### src/rtl/if_fetch_pkg.sv
// ---------------------------------------------------------------------------
// if_fetch_pkg
// Shared constants for the instruction-fetch stage: default bus widths,
// reset PC, fetch-queue depth and a counter-width helper.
// Optional feature macro used by if_fetch: IF_MISALIGN_CHECK_EN.
// ---------------------------------------------------------------------------
package if_fetch_pkg;

    localparam int INST_ADDR_BUS  = 32;  // PC / memory address width
    localparam int INST_BUS       = 32;  // instruction width
    localparam int DEF_RESET_PC   = 0;   // first fetch address after reset
    localparam int DEF_QDEPTH     = 2;   // queue entries == outstanding limit

    // Width needed to hold a count in the range 0..depth.
    function automatic int cnt_w(input int depth);
        return $clog2(depth + 1);
    endfunction

endpackage

### src/rtl/if_fetch_queue.sv
// ---------------------------------------------------------------------------
// if_fetch_queue
// In-order synchronous FIFO of {pc, inst} pairs between instruction memory
// and the IF/ID register. Head is presented combinationally from registers.
// Ports:
//   clk, rst              clock, async active-low reset
//   push, push_pc/inst    write one entry at the tail
//   pop                   retire the head entry (ignored when empty)
//   flush                 empty the queue (wins over push/pop)
//   head_valid/pc/inst    head entry, pc/inst forced to 0 when empty
//   count                 current occupancy
// ---------------------------------------------------------------------------
module if_fetch_queue
    import if_fetch_pkg::*;
#(
    parameter int ADDR_W = INST_ADDR_BUS,
    parameter int INST_W = INST_BUS,
    parameter int QDEPTH = DEF_QDEPTH,
    parameter int CNT_W  = cnt_w(QDEPTH)
) (
    input  logic              clk,
    input  logic              rst,
    input  logic              push,
    input  logic [ADDR_W-1:0] push_pc,
    input  logic [INST_W-1:0] push_inst,
    input  logic              pop,
    input  logic              flush,
    output logic              head_valid,
    output logic [ADDR_W-1:0] head_pc,
    output logic [INST_W-1:0] head_inst,
    output logic [CNT_W-1:0]  count
);

    localparam int PTR_W = $clog2(QDEPTH);

    logic [ADDR_W-1:0] pc_q   [QDEPTH];
    logic [ADDR_W-1:0] pc_d   [QDEPTH];
    logic [INST_W-1:0] inst_q [QDEPTH];
    logic [INST_W-1:0] inst_d [QDEPTH];
    logic [PTR_W-1:0]  rd_ptr_q, rd_ptr_d;
    logic [PTR_W-1:0]  wr_ptr_q, wr_ptr_d;
    logic [CNT_W-1:0]  count_q, count_d;
    logic              do_pop;

    always_comb begin
        pc_d     = pc_q;
        inst_d   = inst_q;
        rd_ptr_d = rd_ptr_q;
        wr_ptr_d = wr_ptr_q;
        count_d  = count_q;
        do_pop   = pop && (count_q != '0);
        if (flush) begin
            rd_ptr_d = '0;
            wr_ptr_d = '0;
            count_d  = '0;
        end else begin
            // Pointers wrap naturally since QDEPTH is a power of two.
            if (push) begin
                pc_d[wr_ptr_q]   = push_pc;
                inst_d[wr_ptr_q] = push_inst;
                wr_ptr_d         = wr_ptr_q + 1'b1;
            end
            if (do_pop) begin
                rd_ptr_d = rd_ptr_q + 1'b1;
            end
            case ({push, do_pop})
                2'b10:   count_d = count_q + 1'b1;
                2'b01:   count_d = count_q - 1'b1;
                default: count_d = count_q;
            endcase
        end
    end

    always_ff @(posedge clk or negedge rst) begin
        if (!rst) begin
            for (int i = 0; i < QDEPTH; i++) begin
                pc_q[i]   <= '0;
                inst_q[i] <= '0;
            end
            rd_ptr_q <= '0;
            wr_ptr_q <= '0;
            count_q  <= '0;
        end else begin
            pc_q     <= pc_d;
            inst_q   <= inst_d;
            rd_ptr_q <= rd_ptr_d;
            wr_ptr_q <= wr_ptr_d;
            count_q  <= count_d;
        end
    end

    assign head_valid = (count_q != '0);
    assign head_pc    = head_valid ? pc_q[rd_ptr_q]   : '0;
    assign head_inst  = head_valid ? inst_q[rd_ptr_q] : '0;
    assign count      = count_q;

endmodule

### src/rtl/if_fetch.sv
// ---------------------------------------------------------------------------
// if_fetch
// Instruction-fetch stage: sequential PC generation, instruction-memory
// request/grant handshake, in-order response queue and EX redirect with
// discard of stale in-flight fetches.
// Ports:
//   clk, rst                       clock, async active-low reset
//   stall                          IF/ID not accepting this cycle
//   branch_en, branch_target       redirect from EX
//   mem_req/addr, mem_gnt          request handshake
//   mem_rvalid, mem_rdata          in-order read responses
//   if_valid, if_pc, if_inst       {pc, inst} presented to IF/ID
//   if_misalign                    sticky misaligned-target flag (only with
//                                  IF_MISALIGN_CHECK_EN defined)
// Optional feature macro: IF_MISALIGN_CHECK_EN.
// ---------------------------------------------------------------------------
module if_fetch
    import if_fetch_pkg::*;
#(
    parameter int                ADDR_W   = INST_ADDR_BUS,
    parameter int                INST_W   = INST_BUS,
    parameter logic [ADDR_W-1:0] RESET_PC = ADDR_W'(DEF_RESET_PC),
    parameter int                QDEPTH   = DEF_QDEPTH
) (
    input  logic              clk,
    input  logic              rst,
    input  logic              stall,
    input  logic              branch_en,
    input  logic [ADDR_W-1:0] branch_target,
    output logic              mem_req,
    output logic [ADDR_W-1:0] mem_addr,
    input  logic              mem_gnt,
    input  logic              mem_rvalid,
    input  logic [INST_W-1:0] mem_rdata,
    output logic              if_valid,
    output logic [ADDR_W-1:0] if_pc,
    output logic [INST_W-1:0] if_inst
`ifdef IF_MISALIGN_CHECK_EN
    ,
    output logic              if_misalign
`endif
);

    localparam int CNT_W = cnt_w(QDEPTH);
    localparam int SUM_W = CNT_W + 1;
    localparam logic [SUM_W-1:0] LIMIT = SUM_W'(QDEPTH);

    logic [ADDR_W-1:0] fetch_pc_q, fetch_pc_d;  // next address to request
    logic [ADDR_W-1:0] rsp_pc_q, rsp_pc_d;      // pc of next live response
    logic [CNT_W-1:0]  out_q, out_d;            // granted, not yet returned
    logic [CNT_W-1:0]  kill_q, kill_d;          // outstanding that are stale
    logic              started_q, started_d;    // holds off mem_req in cycle 0
    logic [CNT_W-1:0]  occ;
    logic [SUM_W-1:0]  credit;
    logic [ADDR_W-1:0] tgt;
    logic              pop, grant, push, req_ok;

`ifdef IF_MISALIGN_CHECK_EN
    logic misalign_q, misalign_d;
    assign tgt         = branch_target;
    assign misalign_d  = misalign_q | (branch_en && (branch_target[1:0] != 2'b00));
    assign req_ok      = !misalign_q;
    assign if_misalign = misalign_q;
`else
    logic unused_tgt_lsb;
    assign tgt            = {branch_target[ADDR_W-1:2], 2'b00};
    assign unused_tgt_lsb = ^branch_target[1:0];
    assign req_ok         = 1'b1;
`endif

    assign pop = if_valid && !stall;

    // A head retired this cycle frees its slot now, so a request may be
    // issued against it; this sustains one fetch per cycle with QDEPTH=2.
    assign credit  = {1'b0, occ} + {1'b0, out_q} - SUM_W'(pop);
    assign mem_req = started_q && req_ok && (credit < LIMIT);
    assign mem_addr = fetch_pc_q;
    assign grant    = mem_req && mem_gnt;

    // Responses are consumed while kill is non-zero; a response arriving in
    // the redirect cycle is dropped as well since the queue is flushed.
    assign push = mem_rvalid && (kill_q == '0) && !branch_en;

    always_comb begin
        started_d  = 1'b1;
        fetch_pc_d = fetch_pc_q;
        rsp_pc_d   = rsp_pc_q;
        out_d      = out_q + CNT_W'(grant) - CNT_W'(mem_rvalid);
        kill_d     = kill_q;
        if (branch_en) begin
            fetch_pc_d = tgt;
            rsp_pc_d   = tgt;
            // Everything still in flight after this edge is stale, including
            // a grant for the old address taken in this very cycle.
            kill_d     = out_d;
        end else begin
            if (grant) fetch_pc_d = fetch_pc_q + ADDR_W'(4);
            if (push)  rsp_pc_d   = rsp_pc_q + ADDR_W'(4);
            if (mem_rvalid && (kill_q != '0)) kill_d = kill_q - 1'b1;
        end
    end

    always_ff @(posedge clk or negedge rst) begin
        if (!rst) begin
            started_q  <= 1'b0;
            fetch_pc_q <= RESET_PC;
            rsp_pc_q   <= RESET_PC;
            out_q      <= '0;
            kill_q     <= '0;
`ifdef IF_MISALIGN_CHECK_EN
            misalign_q <= 1'b0;
`endif
        end else begin
            started_q  <= started_d;
            fetch_pc_q <= fetch_pc_d;
            rsp_pc_q   <= rsp_pc_d;
            out_q      <= out_d;
            kill_q     <= kill_d;
`ifdef IF_MISALIGN_CHECK_EN
            misalign_q <= misalign_d;
`endif
        end
    end

    if_fetch_queue #(
        .ADDR_W (ADDR_W),
        .INST_W (INST_W),
        .QDEPTH (QDEPTH),
        .CNT_W  (CNT_W)
    ) u_queue (
        .clk        (clk),
        .rst        (rst),
        .push       (push),
        .push_pc    (rsp_pc_q),
        .push_inst  (mem_rdata),
        .pop        (pop),
        .flush      (branch_en),
        .head_valid (if_valid),
        .head_pc    (if_pc),
        .head_inst  (if_inst),
        .count      (occ)
    );

endmodule
### config.mk
export PLATFORM = sky130hd
export DESIGN_NAME = if_fetch
export DESIGN_NICKNAME = d
export VERILOG_FILES = /design/src/rtl/if_fetch_pkg.sv /design/src/rtl/if_fetch_queue.sv /design/src/rtl/if_fetch.sv
export SDC_FILE = /design/constraint.sdc
export NUM_CORES = 1
export LEC_CHECK = 0
export ABC_AREA = 1
export CAP_MARGIN = 10
export CORE_MARGIN = 1.5
export CORE_UTILIZATION = 40
export CTS_CLUSTER_SIZE = 24
export DETAILED_ROUTE_END_ITERATION = 6
export HOLD_SLACK_MARGIN = 0.08
export SLEW_MARGIN = 20
export SYNTH_ARGS = -nofsm -noshare
export SYNTH_HDL_FRONTEND = slang
export SYNTH_SLANG_ARGS = --single-unit
### constraint.sdc
create_clock -name clk -period 4.4 [get_ports clk]
set_clock_uncertainty 0.2 [all_clocks]
set_input_delay 0.44 -clock clk [delete_from_list [all_inputs] [get_ports clk]]
set_output_delay 0.44 -clock clk [all_outputs]
set_load 0.1 [all_outputs]
==> results of run 1 <==
[power breakdown]
group	switching [W]	leakage, nW	internal, W
logic	0.00392	3.14	0.00116
registers	0.000462	2.43	0.00243
clock network	0.000767	0.286	0.000827
[cell type report]
| cell class | count | area share |
|---|---|---|
| clock buffer | 18 | 0.0356 |
| sequential | 193 | 0.391 |
| multi-input combinational | 948 | 0.358 |
| tap | 324 | 0.0328 |
| inverter | 141 | 0.0429 |
| timing repair buffer | 173 | 0.127 |
| clock inverter | 14 | 0.0132 |
[placed cells by master (no fill, tap or decap), drive strengths merged, types with 2 or more instances in the layout]
| cell | count |
|---|---|
| xnor2 | 4 |
| buf | 74 |
| nand4 | 8 |
| o21bai | 7 |
| nand2 | 485 |
| inv | 148 |
| o221ai | 4 |
| clkbuf | 19 |
| o21ai | 159 |
| a31oi | 2 |
| ha | 7 |
| conb | 5 |
| dfrtp | 193 |
| clkinv | 3 |
| clkdlybuf4s50 | 97 |
| nor2 | 78 |
| clkinvlp | 3 |
| xor2 | 16 |
| o211ai | 17 |
| nor3 | 7 |
| a21oi | 77 |
| and3 | 2 |
| nand3 | 64 |
[stage by stage]
stage / util / worst slack, ns / power [W]
after global placement: 0.478 / 0.676 / 0.00796
after CTS: 0.503 / 0.948 / 0.00964
after global routing: 0.503 / 0.701 / 0.0101
after floorplan: - / 1.26 / 0.00682
final: 0.503 / 1.01 / 0.00956
after detailed placement: 0.478 / 0.578 / 0.00802
[cell families after synthesis]
family          share of synthesized area
flops                               0.480
compound gates                      0.142
buf+inv                            0.0847
xor+xnor                           0.0174
other cells                      0.000746
simple gates                        0.264
fa+ha+maj                          0.0107
[worst max-delay path, cell delays in order (launching register included)]
cell,delay (ns)
sky130_fd_sc_hd__dfrtp_1,0.42
sky130_fd_sc_hd__nor2_4,0.05
sky130_fd_sc_hd__nor2_1,0.24
sky130_fd_sc_hd__ha_1,0.29
sky130_fd_sc_hd__inv_1,0.05
sky130_fd_sc_hd__nand2_1,0.06
sky130_fd_sc_hd__fa_1,0.48
sky130_fd_sc_hd__nand2_1,0.05
sky130_fd_sc_hd__inv_1,0.07
sky130_fd_sc_hd__nand4_2,0.25
sky130_fd_sc_hd__ha_1,0.38
sky130_fd_sc_hd__inv_1,0.04
sky130_fd_sc_hd__ha_1,0.17
sky130_fd_sc_hd__xnor2_1,0.13
sky130_fd_sc_hd__xnor2_1,0.20
sky130_fd_sc_hd__nand2_1,0.09
sky130_fd_sc_hd__o311ai_0,0.10
[final timing paths]
kind,slack [ns],depth (start not counted),to,startpoint
min,0.29,2,u_queue.pc_q[45]$_DFFE_PN0P_,u_queue.pc_q[45]$_DFFE_PN0P_
max reg2reg,1.01,16,kill_q[1]$_DFFE_PN0P_,u_queue.count[0]$_DFFE_PN0P_
max,1.01,16,kill_q[1]$_DFFE_PN0P_,u_queue.count[0]$_DFFE_PN0P_
max in group asynchronous,2.56,3,rsp_pc_q[10]$_DFFE_PN0N_,rst
min in group asynchronous,0.42,2,u_queue.inst_q[35]$_DFFE_PN0P_,rst
min reg2reg,0.29,2,u_queue.pc_q[45]$_DFFE_PN0P_,u_queue.pc_q[45]$_DFFE_PN0P_
[state kept, by name, summed over array words and instances, names as in the netlist]
register,count
u_queue.rd_ptr_q,1
mem_addr,30
out_q,2
u_queue.inst_q,64
rsp_pc_q,30
u_queue.count,2
u_queue.wr_ptr_q,1
kill_q,2
started_q,1
u_queue.pc_q,60
[per-layer routing]
metal  vias to the layer above  wire length (um)  global-route usage
met5                         -                 0                   0
met4                         0               376              0.0535
met3                        28              1350              0.0326
met2                       235             12200               0.329
met1                      4154             13600               0.319
li1                       4526                 -                   -
==> impl_summary.md, run 1 <==
Die
The initial utilization of the core area, before any placement, comes to 0.410. The horizontal die dimension is 162 um. The standard cell core area is 24500 um2. The die is 162 um tall. The number of top-level pins is 168.

The floorplan die area is 26100 um2. Row generation in the floorplan step produced 57 rows.

Timing
For the final routed database, the setup TNS stands at 0 ns. For the finished layout, the period the worst path requires is 3.39 ns. Static timing analysis puts the maximum clock frequency at 295 MHz.

For the pin with the worst max-slew slack, the measured transition is 1.01 ns. The tightest hold path in the finished design has a slack of 0.286 ns. Setup repair after global routing left no endpoint under its margin. The hold violation total from the final report is 0. Setup violations remaining at the end of the flow were counted as 0. The final-report max-slew violation count was 0. Of the available clock period, the critical path in the final layout requires 0.769.

The headroom to the max-slew limit is 0.324.

Final layout
In the final layout, the multi-input gates occupy 4420 um2. The area added between synthesis and finish is 22.7%. Across the whole layout, storage elements account for 4830 um2.

The total inserted antenna cells is 0. After routing the design area is 12300 um2. The number of fillers in the final layout is 2476. The number of non-filler instances in the completed layout is 1811. The fraction of final layout cells sized beyond drive strength 1 is 0.0948. The layout net count is 1552.

Yosys
After synthesis, the share of flip-flops with an asynchronous set or reset is 1.00. The synthesized netlist contains 37 unique library cells. Sorting the synthesized cells by area gives the leading types as sky130_fd_sc_hd__dfrtp_1 48%, sky130_fd_sc_hd__nand2_1 18%, sky130_fd_sc_hd__o21ai_0 6.8%. The number of synthesized flops with an enable pin is 0. Counting every instance in the synthesized netlist gives 1343. The cell area that synthesis handed to floorplanning was 10100 um2. Of the post-synthesis cell area, the dominant cell type holds 0.480. The average cell area after synthesis is 7.49 um2. After synthesis, the most frequently instantiated cells are 476 x sky130_fd_sc_hd__nand2_1, 193 x sky130_fd_sc_hd__dfrtp_1, 137 x sky130_fd_sc_hd__o21ai_0. sky130_fd_sc_hd__nand2_1 is the most common cell in the netlist. The sequential share of the synthesized area is 0.480. Yosys printed 0 warnings. Of all cell types, the one taking the most synthesized area is sky130_fd_sc_hd__dfrtp_1.

Synthesis inferred 193 register bits. Among all flip-flop cells after synthesis, the most frequent one is sky130_fd_sc_hd__dfrtp_1.

Hold path
The path class of the tightest hold or removal check is reg2reg.

Detailed routing
Once detail routing completed, the nets flagged for antenna violations numbered 0. For this run, design rule violations remaining after detail routing come to 0. After detailed routing, the number of vias per cell comes to 4.94. The final layout contains routed wiring with a total length of 27.5 mm. In this run, the number of DRC markers left after iteration 0 of detailed routing was 589.

The number of search-and-repair iterations in the first detailed-routing pass is 5. Across all layers, the routed design uses 8943 vias. The average routed wire per standard cell is 15.2 um.

GRT
The pin count of the biggest net entering global routing is 125. The number of antenna violations at the first check in global routing is 0. The number of global-route vias before repair came to 8539. The first-pass GRT wire length is 44.7 mm. The sum of overflow across all layers after global routing is 0.

The total global-route track usage is 0.215.

Pwr
The total power divided by cell area is 775 nW/um2. The maximum ir drop on the vdd rail is 501 uV. The leakage power summed over all cells is 5.86 nW.

CTS
The maximum buffer depth of the clock tree is 2. The number of H-tree branching levels is 4. Gates resized during post-CTS repair numbered 0. The setup fix buffers added after clock tree synthesis is 0.

The clock net in this run drives a total of 193 sinks. The clock root buffer is sky130_fd_sc_hd__clkbuf_16. The clock tree from TritonCTS is yes. Clock latency on the worst-skew pair, taken at its later pin, is 0.44 ns. The number of buffers created by CTS is 17. The number of hold buffers added after CTS is 1. The clock slew seen by the registers of the worst setup and hold paths is 0.08 ns.

Worst setup path
STA classifies the critical path startpoint as a flop. In this run the worst path has a maximum fanout of 5. The setup path with the least slack is of type reg2reg. Data arrives at the worst endpoint at 3.51 ns. The data required time at the worst endpoint is 4.53 ns. STA classifies the critical path endpoint as a flop.

Outcome
The flow ran to the end, and the final reports show no timing, DRC or antenna violations.

Run
The number of max-cap violations is 0.

Placed design
The instance count after placement with tap cells included is 1778. The half-perimeter wire length of the detailed placement result is 18.5 mm. The post-detailed-placement cell area is 11700 um2. Buffers placed on the I/O ports in this run total 161. The congestion estimate from routability-driven global placement came to 0.851.
Power figures use the tool's default switching activity.
==> inputs of run 2 (changes only) <==
--- a/config.mk
+++ b/config.mk
@@ -12,6 +12,7 @@
 export CTS_CLUSTER_SIZE = 24
 export DETAILED_ROUTE_END_ITERATION = 6
 export HOLD_SLACK_MARGIN = 0.08
+export PLACE_DENSITY = 0.65
 export SLEW_MARGIN = 20
 export SYNTH_ARGS = -nofsm -noshare
 export SYNTH_HDL_FRONTEND = slang
==> constraint.sdc (replaced) <==
create_clock -name clk -period 3.1 [get_ports clk]
set_clock_uncertainty 0.2 [all_clocks]
set_input_delay 0.31 -clock clk [delete_from_list [all_inputs] [get_ports clk]]
set_output_delay 0.31 -clock clk [all_outputs]
set_load 0.1 [all_outputs]
==> run 2 against run 1 <==
  * Flip-flop and latch count stayed put
  * Fmax is 12% higher
  * Critical endpoint unchanged
  * Clock power increased by 43%
  * Clock-buffer cell count is the same
  * Sequential share of layout area is 2.8 points lower
  * Critical path depth stayed put
  * Sequential power is 43% higher
==> impl_summary.md, run 2 (synthesis results as in run 1) <==
Hold path
The startpoint of the most critical hold path is mem_rdata[6]. The worst hold path belongs to the class in2reg.

Pwr
The total power divided by cell area is 1120 nW/um2 (+44%). The maximum ir drop on the vdd rail was 604 uV (+21%). The total power consumption of the routed design is 0.0149 W (+55%). The leakage power summed over all cells is 6.20 nW (+5.8%).

Worst setup path
The largest individual stage delay along the critical path comes from the cell sky130_fd_sc_hd__fa_1. The worst setup path is captured at a flop. The data required time at the worst endpoint is 3.24 ns (-1.29 ns). The signal on the critical path passes through nor2_4 -> nor2_4 -> ha_4 -> inv_1 -> nand2_2 -> fa_1 -> nand2_1 -> inv_2 -> nand4_4 -> ha_4 -> inv_1 -> ha_2 -> xnor2_2 -> xnor2_1 -> nand2_1 -> o311ai_2. The highest cell delay on the worst timing path is 0.54 ns (+0.06 ns).

Tracing the worst setup path back leads to its startpoint at u_queue.count[1]$_DFFE_PN0P_. The data arrival at the endpoint of the critical path is 3.17 ns (-0.34 ns). The critical path is of the reg2reg type. The register-to-register setup slack is 0.07 ns (-0.94 ns). STA classifies the critical path startpoint as a flop. The worst register-to-register path begins at u_queue.count[1]$_DFFE_PN0P_. The largest driver fanout on the critical path is 3 (-2).

Detailed routing
The via count was 9309 (+4.1%). The average routed wire per standard cell came to 15.2 um (+0.32%). The antenna violation net count after detailed routing is 0 (unchanged).

The average via count per standard cell came to 5.11 (+3.5%). The remaining design rule violation count is 0 (unchanged). The final routed wirelength across all metal layers is 27.7 mm (+0.92%). The number of search-and-repair iterations in the first detailed-routing pass is 5 (unchanged).

The DRC violation total after the first TritonRoute iteration came to 813 (+38%).

Timing
The highest clock frequency the design can meet is 330 MHz (+12%). The hold violation total from the final report came to 0 (unchanged). The headroom to the max-slew limit is 0.491 (+0.167). The final-report max-slew violation count was 0 (unchanged). The portion of the clock cycle consumed by the worst path in the final layout is 0.977 (+0.208). The transition time of the tightest slew-check pin came to 0.763 ns (-0.251 ns). The final critical delay including setup and external delays is 3.03 ns (-0.356 ns). The total of endpoints with negative setup slack in the final report is 0 (unchanged).

CTS
The clock root buffer is sky130_fd_sc_hd__clkbuf_16. The number of buffers created by CTS is 17 (unchanged). The maximum buffer depth of the clock tree is 2 (unchanged). The number of sinks handled by clock tree synthesis is 193 (unchanged). The clock slew seen by the registers of the worst setup and hold paths is 0.08 ns (about the same). The number of H-tree branching levels is 4 (unchanged). The clock tree from TritonCTS is yes.

The later-pin clock latency in the skew report came to 0.43 ns (about the same).

Final layout
The number of flip-flops in the largest register was 64 (unchanged). The layout net count is 1563 (+0.71%). In the final layout, the registers with the most flip-flops are u_queue.inst_q (64), u_queue.pc_q (60). The total inserted antenna cells is 0 (unchanged). Leaving out fill and tap cells, the most frequent cells in the layout are 475 x sky130_fd_sc_hd__nand2_1, 192 x sky130_fd_sc_hd__dfrtp_1, 137 x sky130_fd_sc_hd__o21ai_0, 134 x sky130_fd_sc_hd__inv_1, 77 x sky130_fd_sc_hd__a21oi_1.

The most flop-heavy register is u_queue.inst_q. The number of non-filler instances in the completed layout is 1822 (+0.61%). The post-route core utilization is 0.542 (+0.0386).

The area added between synthesis and finish is 32.1%. The fraction of final layout cells sized beyond drive strength 1 is 0.128 (+0.0333). The library cell used most frequently in the layout, excluding fill and tap cells, is sky130_fd_sc_hd__nand2_1.

Placed design
The half-perimeter wire length of the detailed placement result is 19.2 mm (+4.2%). The quantity of I/O buffers inserted on ports is 161 (unchanged). The placer congestion estimate is 0.944 (+11%). The instance count after placement with tap cells included is 1789 (+0.62%).

GRT
The sum of overflow across all layers after global routing is 0 (unchanged). The number of global-route vias before repair was 8792 (+3.0%). The number of antenna violations at the first check in global routing is 0 (unchanged).

The total global-route track usage is 0.219 (+0.00352). The first-pass GRT wire length is 45.6 mm (+1.9%). The pin count of the biggest net entering global routing is 90 (-28%).

Die
The standard cell core area is 24500 um2 (unchanged). The horizontal die dimension is 162 um (unchanged). The initial core utilization is 0.410 (unchanged).

The number of core rows is 57 (unchanged). The y dimension of the die is 162 um (unchanged). The number of top-level pins is 168 (unchanged). The floorplan die area is 26100 um2 (unchanged).

Run
The number of max-cap violations is 0 (unchanged).

Outcome
The flow ran to the end, and the final reports show no timing, DRC or antenna violations.
==> run 2: power breakdown <==
part	internal, W	switching [W]	total (W)
Combinational	0.00261	0.00584	0.00845
Clock	0.00124	0.00104	0.00228
Sequential	0.00345	0.000684	0.00413
Total	0.00730	0.00756	0.0149
==> run 2: per-stage QoR <==
| step | TNS, ns | worst slack [ns] | hold slack (ns) | cell area [um2] |
|---|---|---|---|---|
| after floorplan | 0 | 0.0637 | -0.186 | 10100 |
| after global placement | -0.174 | -0.125 | 0.226 | 12600 |
| after detailed placement | -0.975 | -0.246 | 0.227 | 12600 |
| after CTS | 0 | 0.0593 | 0.243 | 13200 |
| after global routing | -0.0736 | -0.0736 | 0.270 | 13300 |
| final | 0 | 0.0711 | 0.246 | 13300 |
==> run 2: cell type report <==
class / count / area (um2)
Fill cell: 2336 / 11200
Sequential cell: 193 / 4830
Multi-Input combinational cell: 948 / 4470
Clock inverter: 14 / 171
Inverter: 141 / 533
Tap cell: 324 / 405
Clock buffer: 18 / 439
Timing Repair Buffer: 184 / 2440
==> run 2: routing by layer <==
metal  vias up  global-route usage  part of all wire
li1       4539                   -                 -
met1      4373               0.313              0.46
met2       363               0.341              0.45
met3        34              0.0362             0.070
met4         0              0.0631             0.015
met5         -                   0                 0
==> run 2: final timing paths <==
check                                                 end  cells after the start
setup / recovery                    kill_q[1]$_DFFE_PN0P_                     16
hold / removal              u_queue.inst_q[6]$_DFFE_PN0P_                      3
setup reg to reg                    kill_q[1]$_DFFE_PN0P_                     16
hold reg to reg              u_queue.pc_q[13]$_DFFE_PN0P_                      2
max in group asynchronous  u_queue.inst_q[26]$_DFFE_PN0P_                      3
min in group asynchronous  u_queue.inst_q[37]$_DFFE_PN0P_                      2
==> run 2: repair_timing <==
item / CTS / global route
endpoints found under the setup margin: 0 / 4
resized for setup: 0 / 12
endpoints found under the hold margin: 85 / 0
hold buffers: 1 / 0
setup buffers: 0 / 0
==> run 2: worst max-delay path: cells and delay by family, from the launching register on <==
| family | cells | cell delay [ns] |
|---|---|---|
| xor+xnor | 2 | 0.36 |
| buf+inv | 3 | 0.17 |
| compound gates | 1 | 0.08 |
| flops | 1 | 0.42 |
| fa+ha+maj | 4 | 1.19 |
| simple gates | 6 | 0.51 |
